**config.mk**
```make
export PLATFORM = sky130hd
export DESIGN_NAME = disp_wr_arbiter_flat
export DESIGN_NICKNAME = d
export VERILOG_FILES = /design/src/rtl/disp_wr_arbiter_pkg.sv /design/src/rtl/disp_wr_arbiter_if.sv /design/src/rtl/disp_wr_arbiter_burst_cnt.sv /design/src/rtl/disp_wr_arbiter.sv /design/src/flat_wrapper.sv
export SDC_FILE = /design/constraint.sdc
export NUM_CORES = 1
export LEC_CHECK = 0
export ABC_CLOCK_PERIOD_IN_PS = 1940
export BUFFER_PORTS_ARGS = -buffer_cell sky130_fd_sc_hd__buf_2
export CAP_MARGIN = 10
export CORE_ASPECT_RATIO = 0.5
export CORE_MARGIN = 5
export CORE_UTILIZATION = 43
export DETAILED_ROUTE_END_ITERATION = 8
export GPL_ROUTABILITY_DRIVEN = 1
export HOLD_SLACK_MARGIN = 0.06
export MAX_ROUTING_LAYER = met4
export PLACE_DENSITY = 0.78
export SYNTH_ARGS = -nofsm -noshare
export SYNTH_HDL_FRONTEND = slang
export SYNTH_SLANG_ARGS = --single-unit
```
**constraint.sdc**
```tcl
create_clock -name clk -period 1.94 [get_ports clk]
set_input_delay 0.388 -clock clk [delete_from_list [all_inputs] [get_ports clk]]
set_output_delay 0.388 -clock clk [all_outputs]
set_load 0.1 [all_outputs]
```
**src/rtl/disp_wr_arbiter_pkg.sv**
```systemverilog
// Shared constants and FSM encoding for the display write arbiter.
// The digit buffer geometry matches an 8-digit, 4-bit-per-digit display driver.
package disp_pkg;

    localparam int DIGIT_W    = 4;
    localparam int NUM_DIGITS = 8;
    localparam int ADDR_W     = 3;
    localparam int CNT_W      = 4;

    typedef enum logic [1:0] {
        IDLE   = 2'd0,
        GRANT0 = 2'd1,
        GRANT1 = 2'd2
    } state_t;

    // One-hot grant seen by the requesters for a given arbiter state.
    function automatic logic [1:0] state_to_gnt(input state_t s);
        logic [1:0] g;
        g = 2'b00;
        case (s)
            GRANT0:  g = 2'b01;
            GRANT1:  g = 2'b10;
            default: g = 2'b00;
        endcase
        return g;
    endfunction

endpackage

```
**src/rtl/disp_wr_arbiter_if.sv**
```systemverilog
// Bus between the two digit-writing requesters and the display write arbiter.
// The master side drives requests, the slave side returns grant and buffer state.
interface disp_wr_arbiter_if;
    import disp_pkg::*;

    logic [1:0]                      req;
    logic [ADDR_W-1:0]               addr0;
    logic [ADDR_W-1:0]               addr1;
    logic [DIGIT_W-1:0]              data0;
    logic [DIGIT_W-1:0]              data1;
    logic [1:0]                      gnt;
    logic [NUM_DIGITS*DIGIT_W-1:0]   digits;
    logic                            busy;

    modport master (
        output req, addr0, addr1, data0, data1,
        input  gnt, digits, busy
    );

    modport slave (
        input  req, addr0, addr1, data0, data1,
        output gnt, digits, busy
    );

endinterface

```
**src/rtl/disp_wr_arbiter_burst_cnt.sv**
```systemverilog
// Counts consecutive granted writes for the current owner of the display bus.
// Saturates at MAX_BURST and clears whenever the arbiter changes state.
module burst_cnt
    import disp_pkg::*;
#(
    parameter int MAX_BURST = 8
) (
    input  logic             clk,
    input  logic             reset,
    input  logic             inc,
    input  logic             clr,
    output logic [CNT_W-1:0] count
);

    localparam logic [CNT_W-1:0] SAT = CNT_W'(MAX_BURST);

    always_ff @(posedge clk) begin
        if (reset || clr) begin
            count <= '0;
        end else if (inc && (count != SAT)) begin
            count <= count + CNT_W'(1);
        end
    end

endmodule

```
**src/rtl/disp_wr_arbiter.sv**
```systemverilog
// Two-requester write arbiter for an 8-digit display buffer with fair
// tie-breaking and a burst limit that only bites while the other side waits.
module disp_wr_arbiter
    import disp_pkg::*;
#(
    parameter int MAX_BURST = 8
) (
    input  logic               clk,
    input  logic               reset,
    disp_wr_arbiter_if.slave   bus
);

    localparam logic [CNT_W-1:0] LIMIT = CNT_W'(MAX_BURST - 1);

    state_t                                  state;
    logic [1:0]                              gnt_q;
    logic                                    busy_q;
    logic                                    last_served;
    logic [NUM_DIGITS-1:0][DIGIT_W-1:0]      digit_buf;
    logic [CNT_W-1:0]                        burst;

    logic                                    own_req;
    logic                                    other_req;
    logic                                    at_limit;
    logic                                    wr_en;
    logic                                    leave;
    logic                                    enter;
    logic                                    cnt_clr;
    logic [ADDR_W-1:0]                       wr_addr;
    logic [DIGIT_W-1:0]                      wr_data;

    always_comb begin
        own_req   = 1'b0;
        other_req = 1'b0;
        wr_addr   = bus.addr0;
        wr_data   = bus.data0;
        case (state)
            GRANT0: begin
                own_req   = bus.req[0];
                other_req = bus.req[1];
            end
            GRANT1: begin
                own_req   = bus.req[1];
                other_req = bus.req[0];
                wr_addr   = bus.addr1;
                wr_data   = bus.data1;
            end
            default: begin
                own_req   = 1'b0;
                other_req = 1'b0;
            end
        endcase
    end

    // A saturated counter still counts as "at limit" so a late-arriving
    // requester cannot be starved by a long solo burst.
    assign at_limit = (burst >= LIMIT);
    assign wr_en    = |(bus.req & gnt_q);
    assign leave    = (state != IDLE) && (!own_req || (other_req && at_limit));
    assign enter    = (state == IDLE) && (|bus.req);
    assign cnt_clr  = leave || enter;

    burst_cnt #(
        .MAX_BURST (MAX_BURST)
    ) u_burst_cnt (
        .clk   (clk),
        .reset (reset),
        .inc   (wr_en),
        .clr   (cnt_clr),
        .count (burst)
    );

    always_ff @(posedge clk) begin
        if (reset) begin
            state       <= IDLE;
            gnt_q       <= 2'b00;
            busy_q      <= 1'b0;
            last_served <= 1'b1;
        end else begin
            case (state)
                IDLE: begin
                    if (bus.req == 2'b01 || (bus.req == 2'b11 && last_served)) begin
                        state  <= GRANT0;
                        gnt_q  <= state_to_gnt(GRANT0);
                        busy_q <= 1'b1;
                    end else if (bus.req != 2'b00) begin
                        state  <= GRANT1;
                        gnt_q  <= state_to_gnt(GRANT1);
                        busy_q <= 1'b1;
                    end
                end
                GRANT0: begin
                    last_served <= 1'b0;
                    if (leave) begin
                        if (other_req) begin
                            state  <= GRANT1;
                            gnt_q  <= state_to_gnt(GRANT1);
                            busy_q <= 1'b1;
                        end else begin
                            state  <= IDLE;
                            gnt_q  <= state_to_gnt(IDLE);
                            busy_q <= 1'b0;
                        end
                    end
                end
                GRANT1: begin
                    last_served <= 1'b1;
                    if (leave) begin
                        if (other_req) begin
                            state  <= GRANT0;
                            gnt_q  <= state_to_gnt(GRANT0);
                            busy_q <= 1'b1;
                        end else begin
                            state  <= IDLE;
                            gnt_q  <= state_to_gnt(IDLE);
                            busy_q <= 1'b0;
                        end
                    end
                end
                default: begin
                    state  <= IDLE;
                    gnt_q  <= 2'b00;
                    busy_q <= 1'b0;
                end
            endcase
        end
    end

    // Reset wins over a write landing on the same edge.
    always_ff @(posedge clk) begin
        if (reset) begin
            digit_buf <= '0;
        end else if (wr_en) begin
            digit_buf[wr_addr] <= wr_data;
        end
    end

    assign bus.gnt    = gnt_q;
    assign bus.busy   = busy_q;
    assign bus.digits = digit_buf;

endmodule
```
**src/flat_wrapper.sv**
```systemverilog
// flat-port wrapper written by rule: the top's interface ports become plain ports
module disp_wr_arbiter_flat import disp_pkg::*;
#(
    parameter int MAX_BURST = 8
)
  (clk, reset, bus_req, bus_addr0, bus_addr1, bus_data0, bus_data1, bus_gnt, bus_digits, bus_busy);
  disp_wr_arbiter_if bus_i ();
  input  logic clk;
  input  logic reset;
  input wire logic [$bits(bus_i.req)-1:0] bus_req;
  input wire logic [$bits(bus_i.addr0)-1:0] bus_addr0;
  input wire logic [$bits(bus_i.addr1)-1:0] bus_addr1;
  input wire logic [$bits(bus_i.data0)-1:0] bus_data0;
  input wire logic [$bits(bus_i.data1)-1:0] bus_data1;
  output wire logic [$bits(bus_i.gnt)-1:0] bus_gnt;
  output wire logic [$bits(bus_i.digits)-1:0] bus_digits;
  output wire logic [$bits(bus_i.busy)-1:0] bus_busy;
  assign bus_i.req = bus_req;
  assign bus_i.addr0 = bus_addr0;
  assign bus_i.addr1 = bus_addr1;
  assign bus_i.data0 = bus_data0;
  assign bus_i.data1 = bus_data1;
  assign bus_gnt = bus_i.gnt;
  assign bus_digits = bus_i.digits;
  assign bus_busy = bus_i.busy;
  disp_wr_arbiter #(.MAX_BURST(MAX_BURST)) u_core (.clk(clk), .reset(reset), .bus(bus_i));
endmodule
```
Word level (Yosys, flattened, before mapping)
Cells that the tools add are included.
{ "totals": {"register_bits": 40, "word_cells": 66, "input_bits": 18, "output_inout_bits": 35} }
{ "classes": {"n_bitwise": 1, "add_sub_neg": 1, "mux": 20, "order_cmp": 3, "n_reduce_logical": 20, "eq_ne": 9} }
{ "ops": {"columns": ["op", "count"], "rows": [
  ["bitwise mux 32 bit", 1],
  ["demux 4 bit (select 3 bit)", 1],
  ["2-to-1 mux 2 bit", 5],
  ["2-to-1 mux 4 bit", 2],
  ["one-hot mux 1 bit (2 select lines)", 4],
  ["logical AND 1 bit", 6],
  ["!= test 2 x 1 -> 1 bit (second input constant)", 3],
  ["one-hot mux 2 bit (3 select lines)", 1],
  ["nonzero test 2 bit", 3],
  ["OR reduction 2 bit", 3],
  ["2-to-1 mux 1 bit", 5],
  ["adder 4 x 1 -> 4 bit (second input constant)", 1],
  ["== test 2 x 1 -> 1 bit (second input constant)", 2],
  ["== test 2 bit (second input constant)", 2],
  ["greater-or-equal comparator 4 x 3 -> 1 bit (second input constant)", 1],
  ["logical OR 1 bit", 4],
  ["< comparator 3 x 4 -> 1 bit (second input constant)", 1],
  ["!= test 4 bit (second input constant)", 1],
  ["greater-or-equal comparator 3 x 1 -> 1 bit (second input constant)", 1],
  ["2-to-1 mux 3 bit", 1],
  ["!= test 3 bit (second input constant)", 1],
  ["AND reduction 3 bit", 1],
  ["AND 2 bit", 1],
  ["logical NOT 2 bit", 1],
  ["2 further kinds", 2]
]} }

Logic depth before layout (Yosys ltp)
{ "depth": {"ltp_word": 7, "mapped_depth": 8, "ltp_nobuf": 6} }

Cells and area by module
A second synthesis with hierarchy kept.
{ "hier_totals": {"hier_cells": 192, "area_unflattened_um2": 1994.4} }
{ "by_module_without_submodules": {"columns": ["module", "area_each_um2", "seq_area_each_um2", "n_inst", "cells_per_inst"], "rows": [
  ["disp_wr_arbiter", 1770.4, 720.7, 1, 167],
  ["burst_cnt", 224.0, 80.1, 1, 25]
]} }

Worst setup path after synthesis
No wires, ideal clock.
{ "synth_timing": {"kind": "flip-flop to flip-flop", "from": "register u_core.state[0]", "to": "register u_core.digit_buf (netlist bit u_core.bus.digits[20])", "setup_slack_ns": -0.830, "path_stages_with_launch": 8, "setup_ns": 0.128, "required_time_ns": 1.812, "path_buffers": 1, "t_arrival_ns": 2.643, "synth_period_minus_slack_ns": 2.770, "path_cell_list": "dfxtp_1 -> inv_1 -> ha_1 -> buf_6 -> or3b_4 -> a211oi_4 -> mux2i_1 -> nor2_1"} }
{ "synth_between": {"elab_chain_len": 7, "word_cells_on_any_way": 11, "classes_between": "2 x order compare; 1 x eq/ne; 5 x mux; 1 x bitwise; 2 x reduce/logical"} }
{ "synth_rtl": {"columns": ["element", "line_no", "source"], "rows": [
  ["start: declaration", "disp_wr_arbiter.sv:15", "state_t state;"],
  ["start signal: assignment", "disp_wr_arbiter.sv:75", "state <= IDLE;"],
  ["start signal: assignment", "disp_wr_arbiter.sv:83", "state <= GRANT0;"],
  ["start signal: assignment", "disp_wr_arbiter.sv:87", "state <= GRANT1;"],
  ["== test 2 bit", "disp_wr_arbiter.sv:37", "case (state)"],
  ["2-to-1 mux 3 bit", "disp_wr_arbiter.sv:37", null],
  ["< comparator 3 x 4 -> 1 bit (implied by the code) or greater-or-equal comparator 3 x 1 -> 1 bit (tied branches)", "disp_wr_arbiter.sv:134", "digit_buf[wr_addr] <= wr_data;"],
  ["logical AND 1 bit (implied by the code)", "disp_wr_arbiter.sv:134", null],
  ["2-to-1 mux 4 bit (implied by the code)", "disp_wr_arbiter.sv:134", null],
  ["demux 4 bit (select 3 bit)", null, null],
  ["bitwise mux 32 bit", "disp_wr_arbiter.sv:134", null],
  ["end signal: indexed assignment", "disp_wr_arbiter.sv:134", null],
  ["end: declaration", "disp_wr_arbiter.sv:19", "logic [NUM_DIGITS-1:0][DIGIT_W-1:0] digit_buf;"]
]} }
Parallel ways exist; a longest one is shown, timed or not.
A chain may end at the register's enable or synchronous reset.

Worst setup path in the final report
{ "layout_timing": {"from": "register u_core.state[0]", "to": "register u_core.state[0]"} }
{ "layout_between": {"elab_chain_len": 7, "word_cells_on_any_way": 17, "classes_between": "5 x eq/ne; 5 x mux; 7 x reduce/logical"} }
{ "layout_rtl": {"columns": ["element", "line_no", "source"], "rows": [
  ["== test 2 bit or == test 2 x 1 -> 1 bit (tied branches)", "disp_wr_arbiter.sv:37, disp_wr_arbiter.sv:80", null],
  ["one-hot mux 1 bit (2 select lines)", "disp_wr_arbiter.sv:37", null],
  ["logical NOT 1 bit or logical AND 1 bit (tied branches)", "disp_wr_arbiter.sv:59", "assign leave = (state != IDLE) && (!own_req || (other_req && at_limit));"],
  ["logical OR 1 bit", "disp_wr_arbiter.sv:59", null],
  ["logical AND 1 bit", "disp_wr_arbiter.sv:59", null],
  ["!= test 2 x 1 -> 1 bit (no line)", null, null],
  ["AND reduction 3 bit (no line)", null, null]
]} }
Parallel ways exist; a longest one is shown, timed or not. The select of a mux whose other input is x is not followed.

==> summary.txt <==
Yosys reg bits: 40
Clock skew: 0.00273 ns
CP Launch Type: flop
DIE AREA: 0.00603 mm2
Placed instance count: 296
P per Cell Area: 1210 mW/mm2
CTS Buf Count: 5
Most frequent cells in the layout: 52 x buf_2, 38 x dfxtp_1, 37 x nor2_1
Area leader, netlist: dfxtp_1
Crit Path Class: reg -> reg
Synthesized instance count: 190
Syn_nets: 214
Worst VDD drop: 0.364 mV
Clock Power Share: 23.9%
Leak: 1.14 nW
Worst min path class: in -> reg
Top_reg_cell synth: dfxtp_1
Final total power: 3.00 mW
Sink Count: 40
Sequential area share after synthesis: 41.3%
Final Cycle Share: 96.3%
Detailed-route via count: 1617
Critical Path RT: 2.12 ns
Overflow after GRT: 0
Layout cells sized above 1: 37.3%
Starting Density: 44.2%
# IOs: 53
Util after Layout: 56.5%
Crit-path slowest cell: dfxtp_4
Top cell type's share of synthesized area: 41.3%
Tot GR Track Use: 16.0%
Area Growth Syn to Fin: 27.8%
Routed len/inst: 15.2 um
Post-synth EDFFs: 0
Commonest non-fill, non-tap cell in the layout: buf_2
Net count, final: 272
Yosys warnings: 0
Core ar.: 0.00438 mm2
Die W: 105 um
Clk_lat worst skew: 0.29 ns
Switching share of power: 42.2%
Die height: 57.5 um
Max-slew violations: 0
Row cnt: 17
Vias in the first global route: 1618
P_int: 1.74 mW
CTS tree: yes
Gpl congestion: 0.823
Mapped cell area: 0.00194 mm2
Async S/R FF share, synth: 0%
Slew margin rel.: 65.3%
Net Sw Power: 1.27 mW
Logic pwr share: 44.3%
Post-DR vias/cell: 5.28
Top area cells in the synthesized netlist: dfxtp_1 41%, mux2i_1 17%, nor2_1 7.2%
Worst setup EP type: flop
Final setup vio count: 0
Worst-Margin Slew: 0.518 ns
Worst-case clock buffer depth: 2
H-Tree Depth: 2
Slowest stage delay, CP: 0.38 ns
Crit-path max FO: 11
ANT nets after route: 0
Root buffer cell: clkbuf_8
CTS clk-pin slew, worst paths: 0.08 ns
Crit path DAT: 2.05 ns
Pin count of the biggest net entering global routing: 30
DRC viols: 0
Syn Area/Cell: 10.2 um2
Initial antenna violation count: 0
Max Fclk: 535 MHz
Sequential share of power: 31.8%
Tmin final: 1.87 ns
DR pass1 iterations: 4
Max Cap Viol: 0
Crit path cell chain: inv_4 > ha_4 > buf_6 > a22oi_1 > o211ai_1 > nand2_1 > o41ai_2
Worst hold slack: 0.441 ns
Post-detail-place hpwl: 3.43 mm
IO buf count: 52
Reg2Reg Setup Slack: 0.07 ns
Status: finished, final reports clean
First-pass GRT wire length: 7.59 mm
Synth cell types: 42
Layout Cells excl Fill: 306
N_diodes: 0
Initial drt markers: 74
Final Hold Fails: 0
Post-Route WL: 4.66 mm
-- repair_timing --
action | CTS | global route
gates resized for setup | 0 | 7
hold buffers | 0 | 0
endpoints found under the setup margin | 0 | 4
buffers inserted | 0 | 2
endpoints found under the hold margin | 0 | 0
-- per-layer routing --
metal  up-vias  global-route usage, %  share of wire [%]
met4         0                   5.83                1.6
met5         -                      -                  0
met1       785                   18.3                 43
li1        793                      -                  -
met2        31                   27.5                 52
met3         8                   3.95                3.3
-- power groups by stage --
stage / combinational (mW) / clock [mW] / sequential, mW
after floorplan: 0.600 / 0 / 1.37
after global placement: 1.22 / 0 / 0.973
after detailed placement: 1.24 / 0 / 0.976
after CTS: 1.25 / 0.731 / 0.957
after global routing: 1.42 / 0.762 / 0.967
final: 1.33 / 0.717 / 0.956
-- cell usage after synthesis, types with 3 or more instances --
cell      count
nand3b_1      5
nand2_1       4
mux2i_1      33
ha_1          6
clkbuf_1      5
inv_1         4
nand3_1       3
a22o_1        3
a211o_1       5
nor2_1       37
a211oi_4      3
mux2_2        5
dfxtp_1      40
-- critical path, delay by kind of cell, from the launching register on --
kind / cells / cell delay (ns)
adder cells (fa/ha/maj): 1 / 0.21
AO/OA/AOI/OAI: 3 / 0.76
flip-flops: 1 / 0.38
AND/OR/NAND/NOR: 1 / 0.17
buffers and inverters: 2 / 0.23
-- sequential cells by signal (all words and copies together) (netlist names) --
name and count:
u_core.bus.busy 1, u_core.bus.digits 32, u_core.last_served 1, u_core.state 2
u_core.u_burst_cnt.count 4
-- worst paths after layout --
path | end | startpoint | depth (start not counted)
worst max-delay path | u_core.state[0] | u_core.state[0] | 7
worst min-delay path | u_core.bus.digits[17] | reset | 2
worst max register to register | u_core.state[0] | u_core.state[0] | 7
worst min register to register | u_core.bus.digits[15] | u_core.bus.digits[15] | 2
-- stage by stage --
| step | setup WS [ns] | setup TNS [ns] | area [um2] |
|---|---|---|---|
| 6_report | 0.0713 | 0 | 2480 |
| 5_1_grt | -0.0258 | -0.0479 | 2480 |
| 4_1_cts | 0.0523 | 0 | 2420 |
| 3_5_place_dp | 0.0881 | 0 | 2300 |
| 3_3_place_gp | 0.148 | 0 | 2300 |
| 2_1_floorplan | -0.0641 | -0.632 | 1970 |
-- kinds of logic (layout without fill, tap and decap cells) --
| logic type | after synthesis | after routing | share of synthesized area (%) |
|---|---|---|---|
| buffers and inverters | 14 | 73 | 3.49 |
| flip-flops | 40 | 40 | 41.3 |
| adder cells (fa/ha/maj) | 6 | 6 | 3.87 |
| AND/OR/NAND/NOR | 59 | 59 | 14.2 |
| AO/OA/AOI/OAI | 30 | 30 | 15.8 |
| XOR/XNOR | 3 | 3 | 1.36 |
| multiplexers | 38 | 38 | 19.9 |
-- layout make-up --
| class | instances | area [um2] |
|---|---|---|
| clock buffer | 6 | 82.6 |
| clock inverter | 2 | 38.8 |
| fill | 384 | 1910 |
| inverter | 4 | 17.5 |
| multi-input combinational | 136 | 1130 |
| sequential | 40 | 808 |
| tap | 57 | 71.3 |
| timing repair buffer | 61 | 332 |
Note: power is estimated with default switching activity, not from simulation.
